==> config.mk <==
export PLATFORM = sky130hd
export DESIGN_NAME = dcache_axi_wb_master
export DESIGN_NICKNAME = d
export VERILOG_FILES = /design/src/rtl/axi_pkg.sv /design/src/rtl/core_config.sv /design/src/rtl/dcache_axi_wb_master.sv
export SDC_FILE = /design/constraint.sdc
export NUM_CORES = 1
export LEC_CHECK = 0
export CORE_MARGIN = 5
export CORE_UTILIZATION = 45
export DETAILED_ROUTE_END_ITERATION = 10
export PLACE_DENSITY = 0.81
export SYNTH_ARGS = -nofsm -noshare
export SYNTH_HDL_FRONTEND = slang
export SYNTH_SLANG_ARGS = --single-unit
==> constraint.sdc <==
create_clock -name clk -period 2.1 [get_ports clk]
set_clock_uncertainty 0.1 [all_clocks]
set_input_delay 0.42 -clock clk [delete_from_list [all_inputs] [get_ports clk]]
set_output_delay 0.42 -clock clk [all_outputs]
set_load 0.03 [all_outputs]
==> src/rtl/axi_pkg.sv <==
// AXI4 encodings and the write-buffer master state type.
// No ports; provides burst/response constants and wb_state_t.
package axi_pkg;

  localparam logic [1:0] AXI_BURST_FIXED = 2'b00;
  localparam logic [1:0] AXI_BURST_INCR  = 2'b01;
  localparam logic [1:0] AXI_BURST_WRAP  = 2'b10;

  localparam logic [1:0] AXI_RESP_OKAY   = 2'b00;
  localparam logic [1:0] AXI_RESP_EXOKAY = 2'b01;
  localparam logic [1:0] AXI_RESP_SLVERR = 2'b10;
  localparam logic [1:0] AXI_RESP_DECERR = 2'b11;

  typedef enum logic [1:0] {
    IDLE,
    SEND,
    WAIT_B
  } wb_state_t;

endpackage

==> src/rtl/core_config.sv <==
// Core-wide configuration constants shared by the cache and bus blocks.
// No ports; import or reference core_config::LINE_WIDTH for the cacheline size.
package core_config;

  localparam int LINE_WIDTH = 128;

endpackage

==> src/rtl/dcache_axi_wb_master.sv <==
// Drain side of the dcache write-buffer FIFO: takes one dirty line plus its
// address per handshake and writes it out as a single AXI4 INCR burst
// (AW, BEATS x W, then B). Only one burst is ever outstanding.
//
// Ports:
//   clk, rst (asynchronous, active-low)
//   FIFO side : wen_i, awaddr_i, wdata_i in; ready_o out (FIFO pops on it)
//   AXI AW    : awvalid_o, awready_i, awaddr_o, awlen_o, awsize_o, awburst_o, awid_o
//   AXI W     : wvalid_o, wready_i, wdata_o, wstrb_o, wlast_o
//   AXI B     : bvalid_i, bready_o, bresp_i, bid_i
//   err_o     : sticky write-error flag
//
// Build option: define DCACHE_AXI_WB_BRESP_CHECK_EN to make err_o latch any
// non-OKAY write response until reset; otherwise err_o is tied to 0.
module dcache_axi_wb_master
  import axi_pkg::*;
#(
  parameter int                  LINE_WIDTH     = core_config::LINE_WIDTH,
  parameter int                  AXI_DATA_WIDTH = 32,
  parameter int                  ID_WIDTH       = 4,
  parameter logic [ID_WIDTH-1:0] AXI_ID         = 4'h1
) (
  input  logic                        clk,
  input  logic                        rst,
  input  logic                        wen_i,
  input  logic [31:0]                 awaddr_i,
  input  logic [LINE_WIDTH-1:0]       wdata_i,
  output logic                        ready_o,
  output logic                        awvalid_o,
  input  logic                        awready_i,
  output logic [31:0]                 awaddr_o,
  output logic [7:0]                  awlen_o,
  output logic [2:0]                  awsize_o,
  output logic [1:0]                  awburst_o,
  output logic [ID_WIDTH-1:0]         awid_o,
  output logic                        wvalid_o,
  input  logic                        wready_i,
  output logic [AXI_DATA_WIDTH-1:0]   wdata_o,
  output logic [AXI_DATA_WIDTH/8-1:0] wstrb_o,
  output logic                        wlast_o,
  input  logic                        bvalid_i,
  output logic                        bready_o,
  input  logic [1:0]                  bresp_i,
  input  logic [ID_WIDTH-1:0]         bid_i,
  output logic                        err_o
);

  localparam int BEATS  = LINE_WIDTH / AXI_DATA_WIDTH;
  localparam int BEAT_W = (BEATS > 1) ? $clog2(BEATS) : 1;
  localparam logic [BEAT_W-1:0] LAST_BEAT = BEAT_W'(BEATS - 1);
  // Clears the byte offset within the line so the burst starts line-aligned.
  localparam logic [31:0] LINE_MASK = ~32'(LINE_WIDTH / 8 - 1);

  wb_state_t state_q, state_d;

  logic                  aw_done_q;
  logic                  w_done_q;
  logic [BEAT_W-1:0]     beat_q;
  logic [31:0]           addr_q;
  logic [LINE_WIDTH-1:0] line_q;

  logic [BEATS-1:0][AXI_DATA_WIDTH-1:0] beat_words;

  logic accept;
  logic aw_fire;
  logic w_fire;
  logic w_last_fire;

  assign ready_o   = (state_q == IDLE);
  assign awvalid_o = (state_q == SEND) && !aw_done_q;
  // w_done_q keeps wvalid low once all beats are out while AW is still pending.
  assign wvalid_o  = (state_q == SEND) && !w_done_q;
  assign bready_o  = (state_q == WAIT_B);

  assign accept      = wen_i && ready_o;
  assign aw_fire     = awvalid_o && awready_i;
  assign w_fire      = wvalid_o && wready_i;
  assign w_last_fire = w_fire && (beat_q == LAST_BEAT);

  assign beat_words = line_q;
  assign wdata_o    = beat_words[beat_q];
  assign wlast_o    = wvalid_o && (beat_q == LAST_BEAT);
  assign awaddr_o   = addr_q;

  assign awlen_o   = 8'(BEATS - 1);
  assign awsize_o  = 3'($clog2(AXI_DATA_WIDTH / 8));
  assign awburst_o = AXI_BURST_INCR;
  assign awid_o    = AXI_ID;
  assign wstrb_o   = '1;

  always_ff @(posedge clk or negedge rst) begin
    if (!rst) begin
      state_q <= IDLE;
    end else begin
      state_q <= state_d;
    end
  end

  always_comb begin
    state_d = state_q;
    case (state_q)
      IDLE:    if (accept) state_d = SEND;
      // AW and W complete independently; leave once both have finished,
      // counting a handshake that lands in this very cycle.
      SEND:    if ((aw_done_q || aw_fire) && (w_done_q || w_last_fire)) state_d = WAIT_B;
      WAIT_B:  if (bvalid_i) state_d = IDLE;
      default: state_d = IDLE;
    endcase
  end

  always_ff @(posedge clk or negedge rst) begin
    if (!rst) begin
      aw_done_q <= 1'b0;
      w_done_q  <= 1'b0;
      beat_q    <= '0;
      addr_q    <= '0;
      line_q    <= '0;
    end else if (accept) begin
      aw_done_q <= 1'b0;
      w_done_q  <= 1'b0;
      beat_q    <= '0;
      addr_q    <= awaddr_i & LINE_MASK;
      line_q    <= wdata_i;
    end else begin
      if (aw_fire) aw_done_q <= 1'b1;
      if (w_last_fire) begin
        w_done_q <= 1'b1;
        beat_q   <= '0;
      end else if (w_fire) begin
        beat_q <= beat_q + BEAT_W'(1);
      end
    end
  end

`ifdef DCACHE_AXI_WB_BRESP_CHECK_EN
  logic err_q;
  logic b_fire;

  assign b_fire = bvalid_i && bready_o;

  always_ff @(posedge clk or negedge rst) begin
    if (!rst) begin
      err_q <= 1'b0;
    end else if (b_fire && (bresp_i != AXI_RESP_OKAY)) begin
      err_q <= 1'b1;
    end
  end

  assign err_o = err_q;
`else
  assign err_o = 1'b0;
`endif

  // The response ID is never checked, and bresp_i only matters with the error check.
  logic unused_b;
  assign unused_b = ^{bid_i, bresp_i};

endmodule

==> results.yml, run 1 <==
synth:
  synth_edf_count: 0
  syn_area_um2: 7410
  synth_cell_types: 23
  synth_top_area_frac: 0.547
  yosys.cell_count.top_type: "dfrtp_1"
  ys_seq_area_frac: 0.547
  synthTopCellsByArea: "dfrtp_1 55%, mux2_4 17%, mux2_2 11%, mux4_2 9.7%, buf_4 2.6%"
  ys.flop_type: "dfrtp_1"
  async_flop_share: 1.00
  ys_warn_count: 0
  synth_cells: 428
  synth_commonest_cells: "162 x dfrtp_1, 85 x mux2_4, 71 x mux2_2"
  avgSynthCellArea_um2: 17.3
  ys_seq_elements: 162
  synth_top_cell_by_area: "dfrtp_1"
sta:
  setup_viol: 33
  final-hold-violation-count: 0
  fin_tns_setup_ps: -6020
  maxSlewViolCount: 0
  period_share: 1.11
  worst_slack_ps: -233
  fmax_mhz: 429
  min_period_ps: 2330
  grt_setup_unrepaired: "yes"
grt:
  grt_pass1_wl_um: 28300
  grt_max_degree: 53
  grt_use_total: 0.184
  antenna_found_initial: 0
  grt_pass1_vias: 5316
  grt_overflow: 0
power_and_ir_drop:
  powerDensity_nw_per_um2: 1710
  ir_drop_uv: 1020
  p_leak_nw: 4.73
worst_hold_path:
  hold_path.class: "reg2reg"
routing:
  drc: 0
  drt-initial-drc-count: 100
  vias: 4532
  wl_per_cell_um: 18.8
  dr.pass1.iters: 4
  viasPerCell: 4.88
  drt-total-wl_um: 17500
  ant_nets: 0
placed_design:
  place_area_um2: 10000
  port_buffers: 226
  place_hpwl_um: 12900
  finalWeightedCongestion: 0.806
cts:
  cts_buffers: 17
  clk_path_buf_depth: 2
  insertion_delay_ps: 430
  numClockSinks: 162
  clockRootBuffer: "clkbuf_16"
  path_clk_slew_ps: 60
  ctsHtreeMaxLevel: 4
  cts_tree: "done"
status:
  run_status: "finished with violations"
  violations: "setup timing"
die:
  ios: 263
  start_util: 0.453
  die_w_um: 138
  core_um2: 16300
  die_area_um2: 19100
  rows: 47
  die_y_um: 138
worst_setup_path:
  crit_type: "reg2out"
  crit_path_end_kind: "primary output"
  cp.arrival_ps: 1810
  start_kind: "register"
  path_max_fanout: 10
  cp.required_ps: 1580
cells_and_area:
  drive_gt1_frac: 0.435
  final_area_um2: 10900
  diodes: 0
  final_nets: 868
  syn_to_final_growth_pct: 47.4
flow_run:
  max_cap_violations: 0
==> worst max-delay path: stages (launching register included) <==
cell and delay (ps):
dfrtp_2 410, buf_12 150, clkbuf_16 160, mux4_2 510
buf_6 160
==> placed cells by master (no fill, tap or decap), types with 3 or more instances in the layout <==
cell type / netlist / layout
nor2_1: 8 / 8
dfrtp_1: 162 / 160
buf_4: 26 / 27
buf_6: 10 / 38
buf_12: 1 / 15
clkbuf_16: 0 / 18
mux2_2: 71 / 71
clkbuf_8: 0 / 3
clkdlybuf4s50_1: 0 / 188
conb_1: 2 / 26
mux2_4: 85 / 85
mux4_2: 32 / 32
bufinv_16: 0 / 3
inv_6: 0 / 3
==> logic make-up (layout without fill, tap and decap cells) <==
group | Yosys count | count (layout) | synth area share
compound gates | 5 | 5 | 0.00439
fa+ha+maj | 1 | 1 | 0.00169
buf+inv | 53 | 309 | 0.0544
flops | 162 | 162 | 0.547
mux | 190 | 190 | 0.380
other cells | 2 | 26 | 0.00101
simple gates | 15 | 15 | 0.0108
==> worst paths after layout <==
kind                                       startpoint  cells after the start                           to  slack [ps]
max in group asynchronous                         rst                      3   beat_words[50]$_DFFE_PN0P_         870
setup / recovery                beat_q[0]$_DFFE_PN0P_                      4                   wdata_o[1]        -230
min in group asynchronous                         rst                      2     awaddr_o[10]$_DFFE_PN0P_         410
setup reg to reg               state_q[0]$_DFFE_PN0P_                      5  beat_words[113]$_DFFE_PN0P_         330
hold reg to reg            beat_words[97]$_DFFE_PN0P_                      1   beat_words[97]$_DFFE_PN0P_         400
hold / removal             beat_words[97]$_DFFE_PN0P_                      1   beat_words[97]$_DFFE_PN0P_         400
==> power breakdown <==
group	leakage, nW	internal [mW]	switching [mW]	total [mW]
Combinational	2.52	5.57	4.19	9.76
Sequential	1.91	4.74	0.904	5.64
Clock	0.302	1.98	1.25	3.22
==> stage by stage <==
step	std cells	util	hold WS [ps]	setup slack (ps)	power, mW
after global routing	928	0.668	422	-281	19.5
after global placement	879	0.613	300	-116	14.6
after detailed placement	879	0.613	301	-117	14.9
after CTS	921	0.663	407	-291	18.7
after floorplan	452	-	24.4	116	11.6
final	928	0.668	403	-233	18.6
==> sequential cells by signal (all words and copies together) (netlist names) <==
register,cells
beat_words,128
w_done_q,1
beat_q,2
awaddr_o,28
state_q,2
aw_done_q,1
==> layout make-up <==
class	instances	area, um2
Clock buffer	22	474
Clock inverter	10	146
Fill cell	1122	5430
Inverter	1	3.75
Multi-Input combinational cell	237	3060
Sequential cell	162	4060
Tap cell	220	275
Timing Repair Buffer	276	2910
==> what timing repair did <==
action / in CTS / in global routing
endpoints found under the setup margin: 37 / 35
gates cloned: 0 / 1
resized for setup: 160 / 14
pin swaps: 0 / 1
hold buffers: 1 / 0
buffers inserted: 9 / 6
hold endpoints to repair: 45 / 0
==> layer usage <==
layer	wire [um]	global-route usage	share of wire
met1	7230	0.226	0.41
met2	8700	0.311	0.50
met3	1230	0.0608	0.071
met4	312	0.0572	0.018
met5	0	0	0
No activity file was read; power rests on OpenSTA's default activity.
==> inputs of run 2 (changes only) <==
--- a/config.mk
+++ b/config.mk
@@ -8,6 +8,7 @@
 export CORE_MARGIN = 5
 export CORE_UTILIZATION = 45
 export DETAILED_ROUTE_END_ITERATION = 10
+export HOLD_SLACK_MARGIN = 0.12
 export PLACE_DENSITY = 0.81
 export SYNTH_ARGS = -nofsm -noshare
 export SYNTH_HDL_FRONTEND = slang
==> results of run 2 <==
Same layout as run 1: the final DEF is identical, and so are final timing and power.
==> inputs of run 3 (changes only) <==
--- a/config.mk
+++ b/config.mk
@@ -5,6 +5,7 @@
 export SDC_FILE = /design/constraint.sdc
 export NUM_CORES = 1
 export LEC_CHECK = 0
+export ABC_AREA = 1
 export CORE_MARGIN = 5
 export CORE_UTILIZATION = 45
 export DETAILED_ROUTE_END_ITERATION = 10
==> run 3 against run 2 <==
The flow still finishes with violations (setup timing). Synthesized cell count rose by 110%. First-iteration DRC count grew to 3.7 times the previous value. Sequential share of layout area increased by 1.1 points. Global-route usage up 3.9 points. Total power fell by 4.5%. Sequential power shrank 4%. Clock-buffer cell count decreased by 2. Critical endpoint unchanged.
==> results.yml, run 3 <==
status:
  run_status: "finished with violations"
  violations: "setup timing"
cells_and_area:
  largest_register_ffs: 128
  syn_to_final_growth_pct: 46.4
  drive_gt1_frac: 0.105
  layout.area.seq_um2: 4060
  final_area_um2: 10600
  fin_util: 0.670
  final_nets: 1304
  final_cell_mix: "482 x nand2_1, 188 x clkdlybuf4s50_1, 161 x dfrtp_1"
  stdcell_count: 1358
  final_common_cell: "nand2_1"
  fill_cells: 1294
  multiInputGateArea_um2: 2890
  diodes: 0
sta:
  maxSlewViolCount: 0
  min_period_ps: 2190
  relSlewSlack: 0.635
  fmax_mhz: 456
  worst_pin_slew_ps: 548
  grt_setup_unrepaired: "yes"
  setup_viol: 33
  fin_tns_setup_ps: -1660
  worst_slack_ps: -90.9
  final-hold-violation-count: 0
  fin_hold_ws_ps: 373
  period_share: 1.04
synth:
  ys.flop_type: "dfrtp_1"
  synth_top_cell_by_area: "dfrtp_1"
  async_flop_share: 1.00
  synth_commonest_cells: "482 x nand2_1, 162 x dfrtp_1, 68 x nor2_1"
  synth_edf_count: 0
  synth_top_area_frac: 0.560
  ys_warn_count: 0
  synthTopCellsByArea: "dfrtp_1 56%, nand2_1 25%, o21ai_0 4.5%, buf_4 3.6%, nor2_1 3.5%"
  synth_cells: 913
  ys_seq_area_frac: 0.560
  synth_cell_types: 20
  yosys.cell_count.top_type: "nand2_1"
  syn_area_um2: 7240
  avgSynthCellArea_um2: 7.93
  ys_seq_elements: 162
routing:
  ant_nets: 0
  vias: 6521
  drt-total-wl_um: 21000
  wl_per_cell_um: 15.5
  dr.pass1.iters: 4
  drt-initial-drc-count: 373
  drc: 0
  viasPerCell: 4.80
placed_design:
  dp_slack_ps: 145
  dpl.cell_count: 1319
  place_hpwl_um: 13600
  finalWeightedCongestion: 0.767
  port_buffers: 226
  place_area_um2: 9720
power_and_ir_drop:
  comb_power_share: 0.529
  finalPower_mw: 17.8
  clkPwrFrac: 0.165
  internal-power_mw: 10.2
  pwr-share-seq: 0.306
  swShare: 0.425
  ir_drop_uv: 1020
  p_sw_mw: 7.56
  p_leak_nw: 5.31
  powerDensity_nw_per_um2: 1680
grt:
  grt_use_total: 0.223
  grt_pass1_wl_um: 32800
  antenna_found_initial: 0
  grt_max_degree: 68
  grt_pass1_vias: 6580
  grt_overflow: 0
cts:
  clockRootBuffer: "clkbuf_16"
  clk_path_buf_depth: 2
  ctsHtreeMaxLevel: 4
  insertion_delay_ps: 410
  path_clk_slew_ps: 60
  numClockSinks: 162
  cts_tree: "done"
  cts_buffers: 17
worst_setup_path:
  cp.arrival_ps: 1670
  path_max_fanout: 10
  cp.depth: 5
  crit_type: "reg2out"
  cp.required_ps: 1580
  worstSetupStartpoint: "beat_q[0]$_DFFE_PN0P_"
  r2r_start: "state_q[0]$_DFFE_PN0P_"
  cp_cell_sequence: "buf_6 > clkbuf_16 > o21ai_1 > o22ai_1 > buf_4"
  path_buf_inv: 3
  crit_end: "wdata_o[1]"
  start_kind: "register"
  crit_path_max_incr_delay_ps: 450
  critPathTopFamily: "buffers and inverters"
  cp_slowest_cell: "dfrtp_2"
  crit_path_end_kind: "primary output"
  reg2reg_depth: 6
  r2r-end: "beat_words[42]$_DFFE_PN0P_"
  r2r_slack_ps: 570
die:
  start_util: 0.457
  rows: 46
  die_area_um2: 18700
  ios: 263
  die_y_um: 137
  die_w_um: 137
  core_um2: 15800
worst_hold_path:
  hold_path.class: "reg2reg"
flow_run:
  max_cap_violations: 0
-- run 3: changes by cell type in the layout (fill, tap and decap cells not counted), moves of 5 or more --
cell	change
mux2_2	-71
o21ai_0	+24
o21ai_2	+6
o22ai_2	+11
o22ai_1	+20
inv_1	+9
buf_6	-36
nor2_1	+56
nand2_1	+482
mux4_2	-32
buf_4	+5
buf_12	+7
mux2_4	-85
o21ai_1	+33
-- run 3: cell families after synthesis --
family,Yosys count,share of synthesized area
and+or+nand+nor,557,0.291
DFF,162,0.560
AOI/OAI and AO/OA,99,0.0743
buffers and inverters,92,0.0712
other,2,0.00104
adders and majority gates,1,0.00173
-- run 3: timing repair --
item                                    in CTS  in global routing
endpoints found under the hold margin       48                  0
hold buffers                                 1                  0
pin swaps                                    3                  3
gates resized for setup                     35                 54
endpoints found under the setup margin      37                 35
cloned                                       2                  4
buffers inserted                             2                  0
-- run 3: worst min-delay path, cell delays in order, from the launching register on --
cell and delay [ps]:
dfrtp_1 340, nand2_1 50, nand2_1 50
-- run 3: final cells by class --
class,count,share of cell area
Sequential cell,162,0.383
Multi-Input combinational cell,683,0.273
Timing Repair Buffer,255,0.262
Clock inverter,10,0.0107
Inverter,12,0.00496
Clock buffer,20,0.0412
Tap cell,216,0.0255
-- run 3: how the worst min path moves through the flow --
stage                          startpoint                          to  slack [ps]  cells past startpoint
6_report       beat_words[75]$_DFFE_PN0P_  beat_words[75]$_DFFE_PN0P_         370                      2
5_1_grt        beat_words[89]$_DFFE_PN0P_  beat_words[89]$_DFFE_PN0P_         390                      2
4_1_cts        beat_words[41]$_DFFE_PN0P_  beat_words[41]$_DFFE_PN0P_         380                      2
3_5_place_dp                          rst    awaddr_o[24]$_DFFE_PN0P_         310                      1
3_3_place_gp                          rst    awaddr_o[24]$_DFFE_PN0P_         310                      1
2_1_floorplan                         rst       aw_done_q$_DFFE_PN0P_          20                      0
-- run 3: metal layers --
| metal | part of all wire | routed length (um) | global-route usage | vias to the layer above |
|---|---|---|---|---|
| met2 | 0.49 | 10300 | 0.370 | 186 |
| met1 | 0.42 | 8850 | 0.286 | 3070 |
| met4 | 0.018 | 387 | 0.0721 | 0 |
| li1 | - | - | - | 3236 |
| met3 | 0.068 | 1420 | 0.0592 | 29 |
| met5 | 0 | 0 | 0 | - |
-- run 3: power groups by stage --
stage	clock network (mW)	registers (mW)	logic (mW)
finish	2.94	5.44	9.41
floorplan	0	5.74	4.79
global route	3.15	5.63	10.2
global placement	0	5.35	8.47
CTS	3.00	5.40	9.02
detailed placement	0	5.40	8.61
